<file path="src/rtl/usb_pkt_gen.sv">
// USB data-packet generator: streams PID byte, payload read from the packet RAM, then CRC16.
// Define USB_PKT_CRC_EN to include the CRC16 generator and the CRC_LO/CRC_HI trailer bytes.
module usb_pkt_gen (
    input  logic       clk,
    input  logic       reset,
    input  logic       start,
    input  logic [3:0] pid,
    input  logic [7:0] base_addr,
    input  logic [7:0] length,
    output logic       ram_en,
    output logic [7:0] ram_addr,
    input  logic [7:0] ram_rdata,
    output logic [7:0] tx_data,
    output logic       tx_valid,
    input  logic       tx_ready,
    output logic       tx_sop,
    output logic       tx_eop,
    output logic       busy,
    output logic       done
);

`ifdef USB_PKT_CRC_EN
    typedef enum logic [2:0] {ST_IDLE, ST_PID, ST_DATA, ST_CRC_LO, ST_CRC_HI} state_e;
`else
    typedef enum logic [1:0] {ST_IDLE, ST_PID, ST_DATA} state_e;
`endif

    state_e     state_q, state_d;
    logic [7:0] len_q, len_d;
    logic [7:0] idx_q, idx_d;
    logic [7:0] addr_q, addr_d;
    logic       ram_en_q, ram_en_d;
    logic [7:0] tx_data_q, tx_data_d;
    logic       tx_valid_q, tx_valid_d;
    logic       tx_sop_q, tx_sop_d;
    logic       tx_eop_q, tx_eop_d;
    logic       busy_q, busy_d;
    logic       done_q, done_d;

    logic       xfer;
    logic       last_byte;
    logic       pkt_end;
    logic       more_fetch;
    logic [8:0] idx_p2;

`ifdef USB_PKT_CRC_EN
    logic [15:0] crc_q, crc_d;
    logic [15:0] crc_upd;

    // Reflected CRC16 (0x8005 -> 0xA001), one byte folded in LSB-first.
    function automatic logic [15:0] crc16_byte(input logic [15:0] crc_in, input logic [7:0] din);
        logic [15:0] c;
        c = crc_in;
        for (int i = 0; i < 8; i++) begin
            if (c[0] ^ din[i]) c = (c >> 1) ^ 16'hA001;
            else               c = c >> 1;
        end
        return c;
    endfunction

    assign crc_upd = crc16_byte(crc_q, tx_data_q);
`endif

    assign xfer       = tx_valid_q & tx_ready;
    assign last_byte  = (idx_q == len_q - 8'd1);
    assign idx_p2     = {1'b0, idx_q} + 9'd2;
    assign more_fetch = (idx_p2 < {1'b0, len_q});

    always_comb begin
        // NOTE: every _d defaults to its _q first so no path through the case infers a latch.
        state_d    = state_q;
        len_d      = len_q;
        idx_d      = idx_q;
        addr_d     = addr_q;
        ram_en_d   = ram_en_q;
        tx_data_d  = tx_data_q;
        tx_valid_d = tx_valid_q;
        tx_sop_d   = tx_sop_q;
        tx_eop_d   = tx_eop_q;
        busy_d     = busy_q;
        done_d     = 1'b0;
        pkt_end    = 1'b0;
`ifdef USB_PKT_CRC_EN
        crc_d      = crc_q;
`endif

        case (state_q)
            ST_IDLE: begin
                if (start) begin
                    len_d      = length;
                    idx_d      = 8'd0;
                    addr_d     = base_addr;
                    ram_en_d   = (length != 8'd0);
                    tx_data_d  = {~pid, pid};
                    tx_valid_d = 1'b1;
                    tx_sop_d   = 1'b1;
                    busy_d     = 1'b1;
                    state_d    = ST_PID;
`ifdef USB_PKT_CRC_EN
                    tx_eop_d   = 1'b0;
                    crc_d      = 16'hFFFF;
`else
                    tx_eop_d   = (length == 8'd0);
`endif
                end
            end

            ST_PID: begin
                if (xfer) begin
                    tx_sop_d = 1'b0;
                    if (len_q != 8'd0) begin
                        tx_data_d = ram_rdata;
                        addr_d    = addr_q + 8'd1;
                        ram_en_d  = (len_q > 8'd1);
                        state_d   = ST_DATA;
`ifndef USB_PKT_CRC_EN
                        tx_eop_d  = (len_q == 8'd1);
`endif
                    end else begin
`ifdef USB_PKT_CRC_EN
                        tx_data_d = ~crc_q[7:0];
                        state_d   = ST_CRC_LO;
`else
                        pkt_end   = 1'b1;
`endif
                    end
                end
            end

            ST_DATA: begin
                if (xfer) begin
                    idx_d = idx_q + 8'd1;
`ifdef USB_PKT_CRC_EN
                    crc_d = crc_upd;
`endif
                    if (last_byte) begin
`ifdef USB_PKT_CRC_EN
                        tx_data_d = ~crc_upd[7:0];
                        state_d   = ST_CRC_LO;
`else
                        pkt_end   = 1'b1;
`endif
                    end else begin
                        // Next payload byte is read combinationally from the address fetched now.
                        tx_data_d = ram_rdata;
                        addr_d    = addr_q + 8'd1;
                        ram_en_d  = more_fetch;
`ifndef USB_PKT_CRC_EN
                        tx_eop_d  = (idx_p2 == {1'b0, len_q});
`endif
                    end
                end
            end

`ifdef USB_PKT_CRC_EN
            ST_CRC_LO: begin
                if (xfer) begin
                    tx_data_d = ~crc_q[15:8];
                    tx_eop_d  = 1'b1;
                    state_d   = ST_CRC_HI;
                end
            end

            ST_CRC_HI: begin
                if (xfer) pkt_end = 1'b1;
            end
`endif

            default: begin
                state_d = ST_IDLE;
            end
        endcase

        if (pkt_end) begin
            state_d    = ST_IDLE;
            tx_valid_d = 1'b0;
            tx_sop_d   = 1'b0;
            tx_eop_d   = 1'b0;
            ram_en_d   = 1'b0;
            busy_d     = 1'b0;
            done_d     = 1'b1;
        end
    end

    always_ff @(posedge clk or posedge reset) begin
        if (reset) begin
            state_q    <= ST_IDLE;
            len_q      <= 8'd0;
            idx_q      <= 8'd0;
            addr_q     <= 8'd0;
            ram_en_q   <= 1'b0;
            tx_data_q  <= 8'd0;
            tx_valid_q <= 1'b0;
            tx_sop_q   <= 1'b0;
            tx_eop_q   <= 1'b0;
            busy_q     <= 1'b0;
            done_q     <= 1'b0;
`ifdef USB_PKT_CRC_EN
            crc_q      <= 16'hFFFF;
`endif
        end else begin
            // NOTE: non-blocking assignments so every flop samples the pre-edge values together.
            state_q    <= state_d;
            len_q      <= len_d;
            idx_q      <= idx_d;
            addr_q     <= addr_d;
            ram_en_q   <= ram_en_d;
            tx_data_q  <= tx_data_d;
            tx_valid_q <= tx_valid_d;
            tx_sop_q   <= tx_sop_d;
            tx_eop_q   <= tx_eop_d;
            busy_q     <= busy_d;
            done_q     <= done_d;
`ifdef USB_PKT_CRC_EN
            crc_q      <= crc_d;
`endif
        end
    end

    assign ram_en   = ram_en_q;
    assign ram_addr = addr_q;
    assign tx_data  = tx_data_q;
    assign tx_valid = tx_valid_q;
    assign tx_sop   = tx_sop_q;
    assign tx_eop   = tx_eop_q;
    assign busy     = busy_q;
    assign done     = done_q;

endmodule

</file>
<file path="config.mk">
export PLATFORM = sky130hd
export DESIGN_NAME = usb_pkt_gen
export DESIGN_NICKNAME = d
export VERILOG_FILES = /design/src/rtl/usb_pkt_gen.sv
export SDC_FILE = /design/constraint.sdc
export NUM_CORES = 1
export LEC_CHECK = 0
export ABC_AREA = 1
export ABC_CLOCK_PERIOD_IN_PS = 2900
export CAP_MARGIN = 20
export CELL_PAD_IN_SITES_DETAIL_PLACEMENT = 1
export CELL_PAD_IN_SITES_GLOBAL_PLACEMENT = 1
export CORE_AREA = 2 2 90 92
export DETAILED_ROUTE_END_ITERATION = 8
export DIE_AREA = 0 0 92 94
export PLACE_DENSITY_LB_ADDON = 0.1
export SLEW_MARGIN = 10
export SYNTH_ARGS = -nofsm -noshare
export SYNTH_HDL_FRONTEND = slang
export SYNTH_SLANG_ARGS = --single-unit
</file>
<file path="constraint.sdc">
create_clock -name clk -period 2.9 [get_ports clk]
set_clock_uncertainty 0.05 [all_clocks]
set_input_delay 0.58 -clock clk [delete_from_list [all_inputs] [get_ports clk]]
set_output_delay 0.58 -clock clk [all_outputs]
set_load 0.02 [all_outputs]
</file>
==> reports/metrics.yaml <==
cts:
  cts.reportedPaths.clkPinSlew_ps: 90
  post_cts_resized: 0
  cts-root-to-sink-buffers: 2
  cts_made_buffers: 5
  ctsRootBufferMaster: "sky130_fd_sc_hd__clkbuf_8"
  clk_latency_ps: 290
  cts_sinks: 39
  cts_setup_buffers: 0
  cts_hold_buf: 0
  htree_levels: 2
  clock_tree_from_tritoncts: "done"
final_layout:
  nets: 486
  n_antenna_cell: 0
  syn_to_final_growth_pct: 27.7
  final_cell_count_no_fill: 540
  drive_gt1_frac: 0.0753
global_routing:
  global_route_overflow: 0
  grt_max_degree: 40
  grt_antenna_before_repair: 0
  first_global_vias: 2781
  grt_overall_usage: 0.196
  grt_pass1_wl_microns: 13400
critical_path:
  setup.worst_path.start_class: "flop"
  maximum_fanout_along_the_worst_path: 4
  crit_path_max_delay_family: "simple AND/OR/NAND/NOR gates"
  worst_path_largest_cell_delay_ps: 410
  critical_path.cell_chain: "ha_1, nand2_1, nor2_1, nand2_1, nor2_1, xnor2_1, inv_1, ha_1, nand3_1, nor2_1, nor2_1, nand3_1, nand2_1, inv_1, nor2_1, nand3_1, nand2_1"
  arrival_ps: 2630
  cell_mode_on_critical_path: "sky130_fd_sc_hd__nor2_1"
  crit_type: "flop to flop"
  setup.worst_path.end_class: "flop"
  slowest_stage: "sky130_fd_sc_hd__dfrtp_1"
  worst-path-buf-inv: 2
  worst_ep_required_time_ps: 3080
power:
  total_leakage_power_nw: 1.73
  irDropWorstVdd_mv: 0.395
  cellPowerDensity_nw_per_um2: 1020
route:
  dr.first_iter.drc_count: 97
  drt_first_pass_iters: 4
  drt_drc_violations_left: 0
  antenna_left: 0
  drt-wirelength-per-cell_microns: 14.8
  vias_per_cell: 4.84
  route.vias.total: 2614
  drt_wl_total_microns: 7980
sta:
  period_share: 0.844
  timing.final.setup_violations: 0
  slew_headroom: 0.649
  post-route-min-period_ps: 2450
  finalSetupTns_ps: 0
  tightest_slew_ps: 526
  grt_setup_unrepaired: "false"
  final-max-slew-violation-count: 0
  report.final.hold_viol_count: 0
  top_achievable_clock_speed_ghz: 0.409
placement:
  post-dp-hpwl_microns: 6350
  io_buffers: 53
  final_weighted_congestion_in_routability_driven_placement: 0.879
  place.detailed.instances: 532
synthesis:
  post_synthesis_cell_type_with_the_largest_combined_area: "sky130_fd_sc_hd__dfrtp_1"
  avgSynthCellArea_sq_um: 7.23
  ys_ff_latch: 39
  synthMostInstantiatedCell: "sky130_fd_sc_hd__nand2_1"
  yosys_warnings: 0
  synth.top_cells.by_count: "sky130_fd_sc_hd__nand2_1, sky130_fd_sc_hd__inv_1, sky130_fd_sc_hd__nor2_1"
  synth_enable_flop_cells: 0
  synth.lib_cells_used.distinct: 45
  netlist_area_before_placement_sq_um: 2750
  synth_cells: 381
  register_area_share_after_synthesis: 0.354
  mappedNetlistNets: 430
  postSynth.asyncResetShare: 1.00
  postSynth.topFlopCell: "sky130_fd_sc_hd__dfrtp_1"
  synth_top_cell_area_share: 0.354
  netlist_top_cells_area: "sky130_fd_sc_hd__dfrtp_1, sky130_fd_sc_hd__nand2_1, sky130_fd_sc_hd__ha_1, sky130_fd_sc_hd__inv_1, sky130_fd_sc_hd__nor2_1"
die:
  number_of_placement_rows: 32
  floorplan.core_area_sq_um: 7610
  die_height_microns: 94
  die_w_microns: 92
  io_pins: 54
  die_area_sq_um: 8650
  initial_core_util: 0.362
min_path:
  hold_class: "flop to flop"
run_status:
  status: "finished, final reports clean"
job:
  max_cap_violations: 0
[final timing paths]
check	startpoint	end	slack [ps]	depth (start not counted)
max reg2reg	idx_q[1]$_DFFE_PP0P_	ram_en$_DFFE_PP0P_	450	17
min in group asynchronous	reset	len_q[3]$_DFFE_PP0P_	660	3
min	tx_data[5]$_DFFE_PP0P_	tx_data[5]$_DFFE_PP0P_	430	1
max in group asynchronous	reset	tx_eop$_DFFE_PP0P_	1770	3
min reg2reg	tx_data[5]$_DFFE_PP0P_	tx_data[5]$_DFFE_PP0P_	430	1
max	idx_q[1]$_DFFE_PP0P_	ram_en$_DFFE_PP0P_	450	17
[kinds of logic (layout without fill, tap and decap cells)]
| kind of cell | Yosys count | in the layout | synth area share |
|---|---|---|---|
| xor+xnor | 11 | 11 | 0.0350 |
| mux | 1 | 1 | 0.00363 |
| buf+inv | 64 | 121 | 0.0945 |
| fa+ha+maj | 17 | 17 | 0.0772 |
| flops | 39 | 39 | 0.354 |
| simple gates | 178 | 178 | 0.284 |
| compound gates | 71 | 71 | 0.151 |
[where the power goes]
| group | internal [mW] | total, mW | switching [mW] | leakage (nW) |
|---|---|---|---|---|
| Combinational | 0.844 | 2.12 | 1.28 | 1.19 |
| Clock | 0.279 | 0.483 | 0.204 | 0.0612 |
| Sequential | 0.766 | 0.997 | 0.231 | 0.479 |
| Total | 1.89 | 3.60 | 1.71 | 1.73 |
[layout by cell type (no fill, tap or decap), drive strengths merged, types with 2 or more instances in the layout]
master / synthesis / final
xnor2: 5 / 5
nand3: 19 / 19
o21bai: 2 / 2
ha: 17 / 17
clkdlybuf4s50: 0 / 53
or2: 4 / 4
nor4: 2 / 2
nand4: 3 / 3
clkbuf: 5 / 6
o31ai: 2 / 2
xor2: 6 / 6
a21o: 4 / 4
o21a: 2 / 2
nand2: 99 / 99
dfrtp: 39 / 39
nor2: 45 / 45
inv: 54 / 54
buf: 5 / 6
a21oi: 25 / 25
nor3: 3 / 3
nand3b: 2 / 2
o21ai: 29 / 29
[worst reg2reg max path, stage by stage (launching register included)]
cell and delay, ps:
sky130_fd_sc_hd__dfrtp_1 410, sky130_fd_sc_hd__ha_1 190, sky130_fd_sc_hd__nand2_1 100, sky130_fd_sc_hd__nor2_1 110, sky130_fd_sc_hd__nand2_1 100, sky130_fd_sc_hd__nor2_1 210
sky130_fd_sc_hd__xnor2_1 150, sky130_fd_sc_hd__inv_1 60, sky130_fd_sc_hd__ha_1 310, sky130_fd_sc_hd__nand3_1 120, sky130_fd_sc_hd__nor2_1 50, sky130_fd_sc_hd__nor2_1 100
sky130_fd_sc_hd__nand3_1 70, sky130_fd_sc_hd__nand2_1 70, sky130_fd_sc_hd__inv_1 40, sky130_fd_sc_hd__nor2_1 100, sky130_fd_sc_hd__nand3_1 80, sky130_fd_sc_hd__nand2_1 70
[cell type report]
| cell class | instances | area, sq um |
|---|---|---|
| fill | 977 | 4090 |
| multi-input combinational | 278 | 1520 |
| sequential | 39 | 976 |
| timing repair buffer | 59 | 576 |
| inverter | 54 | 203 |
| tap | 102 | 128 |
| clock buffer | 6 | 82.6 |
| clock inverter | 2 | 35.0 |
[layer usage]
metal | vias to the layer above | GRT usage | share of wire
met2 | 57 | 0.328 | 0.47
met1 | 1221 | 0.261 | 0.47
met5 | - | 0 | 0
met3 | 10 | 0.0417 | 0.045
met4 | 0 | 0.0473 | 0.014
li1 | 1326 | - | -
[per-stage QoR]
step / area (sq um) / setup slack (ps) / utilization / hold slack (ps) / total power, mW
after floorplan: 2750 / 777 / - / 457 / 2.40
after global placement: 3400 / 540 / 0.447 / 410 / 3.08
after detailed placement: 3400 / 468 / 0.447 / 420 / 3.14
after CTS: 3520 / 436 / 0.462 / 441 / 3.65
after global routing: 3520 / 152 / 0.462 / 461 / 3.98
final: 3520 / 452 / 0.462 / 434 / 3.60
[flip-flops by register name, summed over array words and instances, names as in the netlist]
signal and cells:
busy 1, done 1, idx_q 8, len_q 8
ram_addr 8, ram_en 1, state_q 2, tx_data 8
tx_eop 1, tx_sop 1
Power figures use the tool's default switching activity.
